[src/rtl/uart_display_soc.sv]
// Board-level top: 8N1 UART receiver -> 8-bit LED display register, with an optional
// 8N1 echo transmitter and one-entry holding register (enabled by macro UART_ECHO_EN).
module uart_display_soc #(
   parameter int CLKS_PER_BIT   = 868,
   parameter int RX_SYNC_STAGES = 2
) (
   input  logic       clk,
   input  logic       reset_i,
   output logic [7:0] display_o,
   input  logic       rx_i,
   output logic       tx_o
);
   localparam int CW = $clog2(CLKS_PER_BIT);
   localparam logic [CW-1:0] BIT_LAST  = CW'(CLKS_PER_BIT - 1);
   localparam logic [CW-1:0] HALF_LAST = CW'(CLKS_PER_BIT / 2 - 1);

   // ---------------- rx synchronizer ----------------
   logic [RX_SYNC_STAGES-1:0] sync_q;
   logic                      rxs;

   always_ff @(posedge clk or negedge reset_i) begin
      if (!reset_i) sync_q <= '1;
      else          sync_q <= {sync_q[RX_SYNC_STAGES-2:0], rx_i};
   end
   assign rxs = sync_q[RX_SYNC_STAGES-1];

   // ---------------- receiver ----------------
   typedef enum logic [1:0] {RX_IDLE, RX_START, RX_DATA, RX_STOP} rx_state_t;
   rx_state_t       rx_state, rx_state_n;
   logic [CW-1:0]   rx_cnt, rx_cnt_n;
   logic [2:0]      rx_bit, rx_bit_n;
   logic [7:0]      rx_sh, rx_sh_n;
   logic            rx_ferr, rx_ferr_n;
   logic            rx_valid, rx_valid_n;

   always_ff @(posedge clk or negedge reset_i) begin
      if (!reset_i) begin
         rx_state <= RX_IDLE;
         rx_cnt   <= '0;
         rx_bit   <= '0;
         rx_sh    <= '0;
         rx_ferr  <= 1'b0;
         rx_valid <= 1'b0;
      end else begin
         rx_state <= rx_state_n;
         rx_cnt   <= rx_cnt_n;
         rx_bit   <= rx_bit_n;
         rx_sh    <= rx_sh_n;
         rx_ferr  <= rx_ferr_n;
         rx_valid <= rx_valid_n;
      end
   end

   always_comb begin
      rx_state_n = rx_state;
      rx_cnt_n   = rx_cnt + CW'(1);
      rx_bit_n   = rx_bit;
      rx_sh_n    = rx_sh;
      rx_ferr_n  = rx_ferr;
      rx_valid_n = 1'b0;
      case (rx_state)
         RX_IDLE: begin
            rx_cnt_n = '0;
            if (!rxs) rx_state_n = RX_START;
         end
         RX_START: begin
            if (rx_cnt == HALF_LAST) begin
               rx_cnt_n   = '0;
               rx_bit_n   = '0;
               rx_state_n = rxs ? RX_IDLE : RX_DATA;
            end
         end
         RX_DATA: begin
            if (rx_cnt == BIT_LAST) begin
               rx_cnt_n = '0;
               rx_sh_n  = {rxs, rx_sh[7:1]};
               rx_bit_n = rx_bit + 3'd1;
               if (rx_bit == 3'd7) rx_state_n = RX_STOP;
            end
         end
         RX_STOP: begin
            // after a framing error, linger here until the line returns high
            if (rx_ferr) begin
               rx_cnt_n = '0;
               if (rxs) begin
                  rx_ferr_n  = 1'b0;
                  rx_state_n = RX_IDLE;
               end
            end else if (rx_cnt == BIT_LAST) begin
               rx_cnt_n = '0;
               if (rxs) begin
                  rx_valid_n = 1'b1;
                  rx_state_n = RX_IDLE;
               end else begin
                  rx_ferr_n = 1'b1;
               end
            end
         end
         default: rx_state_n = RX_IDLE;
      endcase
   end

   // ---------------- display register ----------------
   always_ff @(posedge clk or negedge reset_i) begin
      if (!reset_i)      display_o <= 8'h00;
      else if (rx_valid) display_o <= rx_sh;
   end

`ifdef UART_ECHO_EN
   // ---------------- echo transmitter ----------------
   typedef enum logic [1:0] {TX_IDLE, TX_START, TX_DATA, TX_STOP} tx_state_t;
   tx_state_t       tx_state, tx_state_n;
   logic [CW-1:0]   tx_cnt, tx_cnt_n;
   logic [2:0]      tx_bit, tx_bit_n;
   logic [7:0]      tx_sh, tx_sh_n;
   logic [7:0]      hold, hold_n;
   logic            hold_full, hold_full_n;
   logic            tx_q, tx_q_n;
   logic            rx_taken;

   always_ff @(posedge clk or negedge reset_i) begin
      if (!reset_i) begin
         tx_state  <= TX_IDLE;
         tx_cnt    <= '0;
         tx_bit    <= '0;
         tx_sh     <= '0;
         hold      <= '0;
         hold_full <= 1'b0;
         tx_q      <= 1'b1;
      end else begin
         tx_state  <= tx_state_n;
         tx_cnt    <= tx_cnt_n;
         tx_bit    <= tx_bit_n;
         tx_sh     <= tx_sh_n;
         hold      <= hold_n;
         hold_full <= hold_full_n;
         tx_q      <= tx_q_n;
      end
   end

   always_comb begin
      tx_state_n  = tx_state;
      tx_cnt_n    = tx_cnt + CW'(1);
      tx_bit_n    = tx_bit;
      tx_sh_n     = tx_sh;
      hold_n      = hold;
      hold_full_n = hold_full;
      rx_taken    = 1'b0;
      case (tx_state)
         TX_IDLE: begin
            tx_cnt_n = '0;
            if (rx_valid) begin
               tx_sh_n    = rx_sh;
               rx_taken   = 1'b1;
               tx_state_n = TX_START;
            end
         end
         TX_START: begin
            if (tx_cnt == BIT_LAST) begin
               tx_cnt_n   = '0;
               tx_bit_n   = '0;
               tx_state_n = TX_DATA;
            end
         end
         TX_DATA: begin
            if (tx_cnt == BIT_LAST) begin
               tx_cnt_n = '0;
               tx_sh_n  = {1'b0, tx_sh[7:1]};
               tx_bit_n = tx_bit + 3'd1;
               if (tx_bit == 3'd7) tx_state_n = TX_STOP;
            end
         end
         TX_STOP: begin
            // chain straight into the next frame so echoes go out back-to-back
            if (tx_cnt == BIT_LAST) begin
               tx_cnt_n   = '0;
               tx_state_n = TX_IDLE;
               if (hold_full) begin
                  tx_sh_n     = hold;
                  hold_full_n = 1'b0;
                  tx_state_n  = TX_START;
               end else if (rx_valid) begin
                  tx_sh_n    = rx_sh;
                  rx_taken   = 1'b1;
                  tx_state_n = TX_START;
               end
            end
         end
         default: tx_state_n = TX_IDLE;
      endcase
      if (rx_valid && !rx_taken && !hold_full_n) begin
         hold_n      = rx_sh;
         hold_full_n = 1'b1;
      end
      case (tx_state_n)
         TX_START: tx_q_n = 1'b0;
         TX_DATA:  tx_q_n = tx_sh_n[0];
         default:  tx_q_n = 1'b1;
      endcase
   end

   assign tx_o = tx_q;
`else
   assign tx_o = 1'b1;
`endif

endmodule

[config.mk]
export PLATFORM = sky130hd
export DESIGN_NAME = uart_display_soc
export DESIGN_NICKNAME = d
export VERILOG_FILES = /design/src/rtl/uart_display_soc.sv
export SDC_FILE = /design/constraint.sdc
export NUM_CORES = 1
export LEC_CHECK = 0
export BUFFER_PORTS_ARGS = -buffer_cell sky130_fd_sc_hd__buf_2
export CAP_MARGIN = 30
export CORE_ASPECT_RATIO = 0.75
export CORE_MARGIN = 4
export CORE_UTILIZATION = 32
export DETAILED_ROUTE_END_ITERATION = 10
export SLEW_MARGIN = 10
export SYNTH_ARGS = -nofsm -noshare
export SYNTH_HDL_FRONTEND = slang
export SYNTH_SLANG_ARGS = --single-unit
[constraint.sdc]
create_clock -name clk -period 1.68 [get_ports clk]
set_input_delay 0.168 -clock clk [delete_from_list [all_inputs] [get_ports clk]]
set_output_delay 0.168 -clock clk [all_outputs]
set_load 0.01 [all_outputs]
==> metrics.txt <==
Register Area=878.3 µm²; vias per cell=4.874; max-slew violation count=0; count leader, synth=dfrtp_1; Maximum Capacitance Violations=0; drt first pass iters=4; All-Layer GR Usage=roughly 11%; fraction of layout instances using a drive strength above 1=between 30% and 40%; Clock Path Buffers=2; Top FF cell, synth=dfrtp_1; YS warnings=0; status=complete, no violations; CTS tree=built; syn_nets=130; DP Worst Slack=-0.004870 ns; antenna violations before repair=0; share of the synthesized area in the top cell type=53.48%; clk root buf=clkbuf_8; # rows=21; final hold viol count=0; Arrival @ worst endpoint=about 1.8 ns; CP max FO=5; slew margin rel.=49.12%; Routed Antenna Nets=0; crit path from=rx_cnt[1]$_DFF_PN0_; Hold WS=approximately 0.36 ns; Synth area leader=dfrtp_1; Power Density=797.5 mW/mm²; syn avg cell area=12.55 µm²; RSZ-0062 raised after global routing=yes; Hold Crit Class=reg -> reg; Worst Tran Pin Value=roughly 0.76 ns; DIE WIDTH=88.21 µm; min Tclk post-route=1.647 ns; final worst slack=about 0.033 ns; Setup crit end kind=flip-flop; FF-to-FF Start=rx_cnt[1]$_DFF_PN0_; Die Footprint=about 0.0060 mm²; area of the core=0.004572 mm²; grt total ovfl=0; leak pwr=roughly 0.87 nW; layout overhead on the synthesized area=20.66%; fraction of registers with async set or reset after synthesis=100.0%; height of the die=about 68 µm; nets=approximately 160; synthesized area=around 0.0015 mm²; Placer Congestion=about 0.9; area of the multi-input gates=between 600 and 700 µm²; CP required=approximately 1.8 ns; cells after synthesis=123; Worst-Skew Late Latency=between 0.2 and 0.3 ns; CTS HTree Levels=2; fin area=around 0.0019 mm²; Distinct cells, synth=34; Seq/Total Area, Yosys=between 50% and 60%; wirelength, routed=around 3100 µm; io pins=12; DRC=0; peak supply drop=between 0.0004 and 0.0005 V; Starting Density=between 30% and 40%; vias in the first global route=between 1000 and 1500; post-route insts no fill=207; number of synthesized flops with an enable pin=0; post-layout util=approximately 40%; Iter 0 DRT Violations=approximately 160; dpl cell area=between 0.0015 and 0.002 mm²; Worst Hold Launch=sync_q[0]$_DFF_PN1_; final worst-path cycle share=between 90% and 100%; final setup vio count=0; Worst Setup Start Kind=flip-flop; Clock Skews=about 0.0085 ns; clk slew on worst S/H paths=approximately 0.070 ns; synth cell count leaders=dfrtp_1 (33), mux2_2 (17), nor2_1 (16), nand2_1 (7), xnor2_1 (6); critical path class=reg -> reg; final-layout fill cell count=435; # clock sinks=35; I/O Buffers=10; Area contributors post-synth=dfrtp_1 (53%), mux2_2 (12%), nor2_1 (3.9%); first-pass GRT wire length=4926 µm; ant diodes=0; Inst Count DP=about 190; largest net degree at the start of global routing=36; hpwl dp=~1900 µm; TritonCTS buffer count=5; fmax=around 600 MHz; average routed wire per standard cell=14.77 µm; Synth Register Bits=35; Vias=between 1000 and 1500
-- cell families after synthesis --
logic type                 after synthesis  synth area share [%]
adders and majority gates                4                 3.242
AOI/OAI and AO/OA                        9                 4.863
and+or+nand+nor                         44                 15.80
buffers and inverters                    5                 2.025
muxes                                   17                 12.40
DFF                                     35                 56.89
other                                    1                0.2429
xor gates and xnor gates                 8                 4.538
-- worst max-delay path: stages, from the launching register on --
cell and delay (ns):
dfrtp_1 0.41, ha_2 0.20, and4bb_2 0.28, and4_4 0.29, mux2_2 0.34
-- final timing paths --
check	end	slack, ns	cells after the start
max in group asynchronous	rx_cnt[4]$_DFF_PN0_	0.69	2
setup reg to reg	rx_sh[0]$_DFFE_PN0P_	0.03	4
hold reg to reg	sync_q[1]$_DFF_PN1_	0.36	0
min in group asynchronous	display_o[3]$_DFFE_PN0P_	0.50	2
hold / removal	sync_q[1]$_DFF_PN1_	0.36	0
setup / recovery	rx_sh[0]$_DFFE_PN0P_	0.03	4
-- cell usage in the layout, fill, tap and decap left out, drive strengths merged, types with 3 or more instances in the layout --
| cell type | instances |
|---|---|
| a22o | 3 |
| and4 | 3 |
| buf | 20 |
| clkbuf | 7 |
| dfrtp | 33 |
| ha | 4 |
| mux2 | 17 |
| nand2 | 7 |
| nand3 | 5 |
| nor2 | 16 |
| nor3 | 3 |
| xnor2 | 6 |
-- registers in the layout, summed over array words and instances (netlist names), named ones only --
register   count
rx_cnt        10
display_o      8
rx_sh          8
rx_bit         3
sync_q         2
rx_ferr        1
rx_state       1
rx_valid       1
-- routing by layer --
metal	GRT usage (%)	up-vias	routed length [µm]
met3	4.332	2	125
li1	-	479	-
met5	0	-	0
met2	16.42	20	1482
met4	3.962	0	14
met1	14.56	508	1435
-- what timing repair did --
action	in CTS	in global routing
hold buffers	2	0
endpoints found under the setup margin	2	22
pin swaps	0	6
setup buffers	0	5
resized for setup	1	7
cloned	0	1
hold endpoints to repair	34	0
-- report_power, final --
part | leakage [nW] | switching (W) | internal, W
clock network | 0.0482 | 0.000284 | 0.000330
logic | 0.359 | 0.0000176 | 0.00000472
registers | 0.467 | 0.00000215 | 0.000847
total | 0.874 | 0.000304 | 0.00118
-- area by class of cell --
cell class                 count  area share [%]
timing repair buffer          22           7.992
clock buffer                   7           4.634
multi-input combinational     84           35.93
clock inverter                 1          0.2686
inverter                       1          0.2015
sequential                    35           47.15
tap                           57           3.828
-- per-stage QoR --
stage           TNS [ns]   power, W
5_1_grt          -0.5541   0.001558
2_1_floorplan          0  0.0008670
4_1_cts                0   0.001511
6_report               0   0.001486
3_3_place_gp           0  0.0008834
3_5_place_dp   -0.008706  0.0008849
Note: power is estimated with default switching activity, not from simulation.
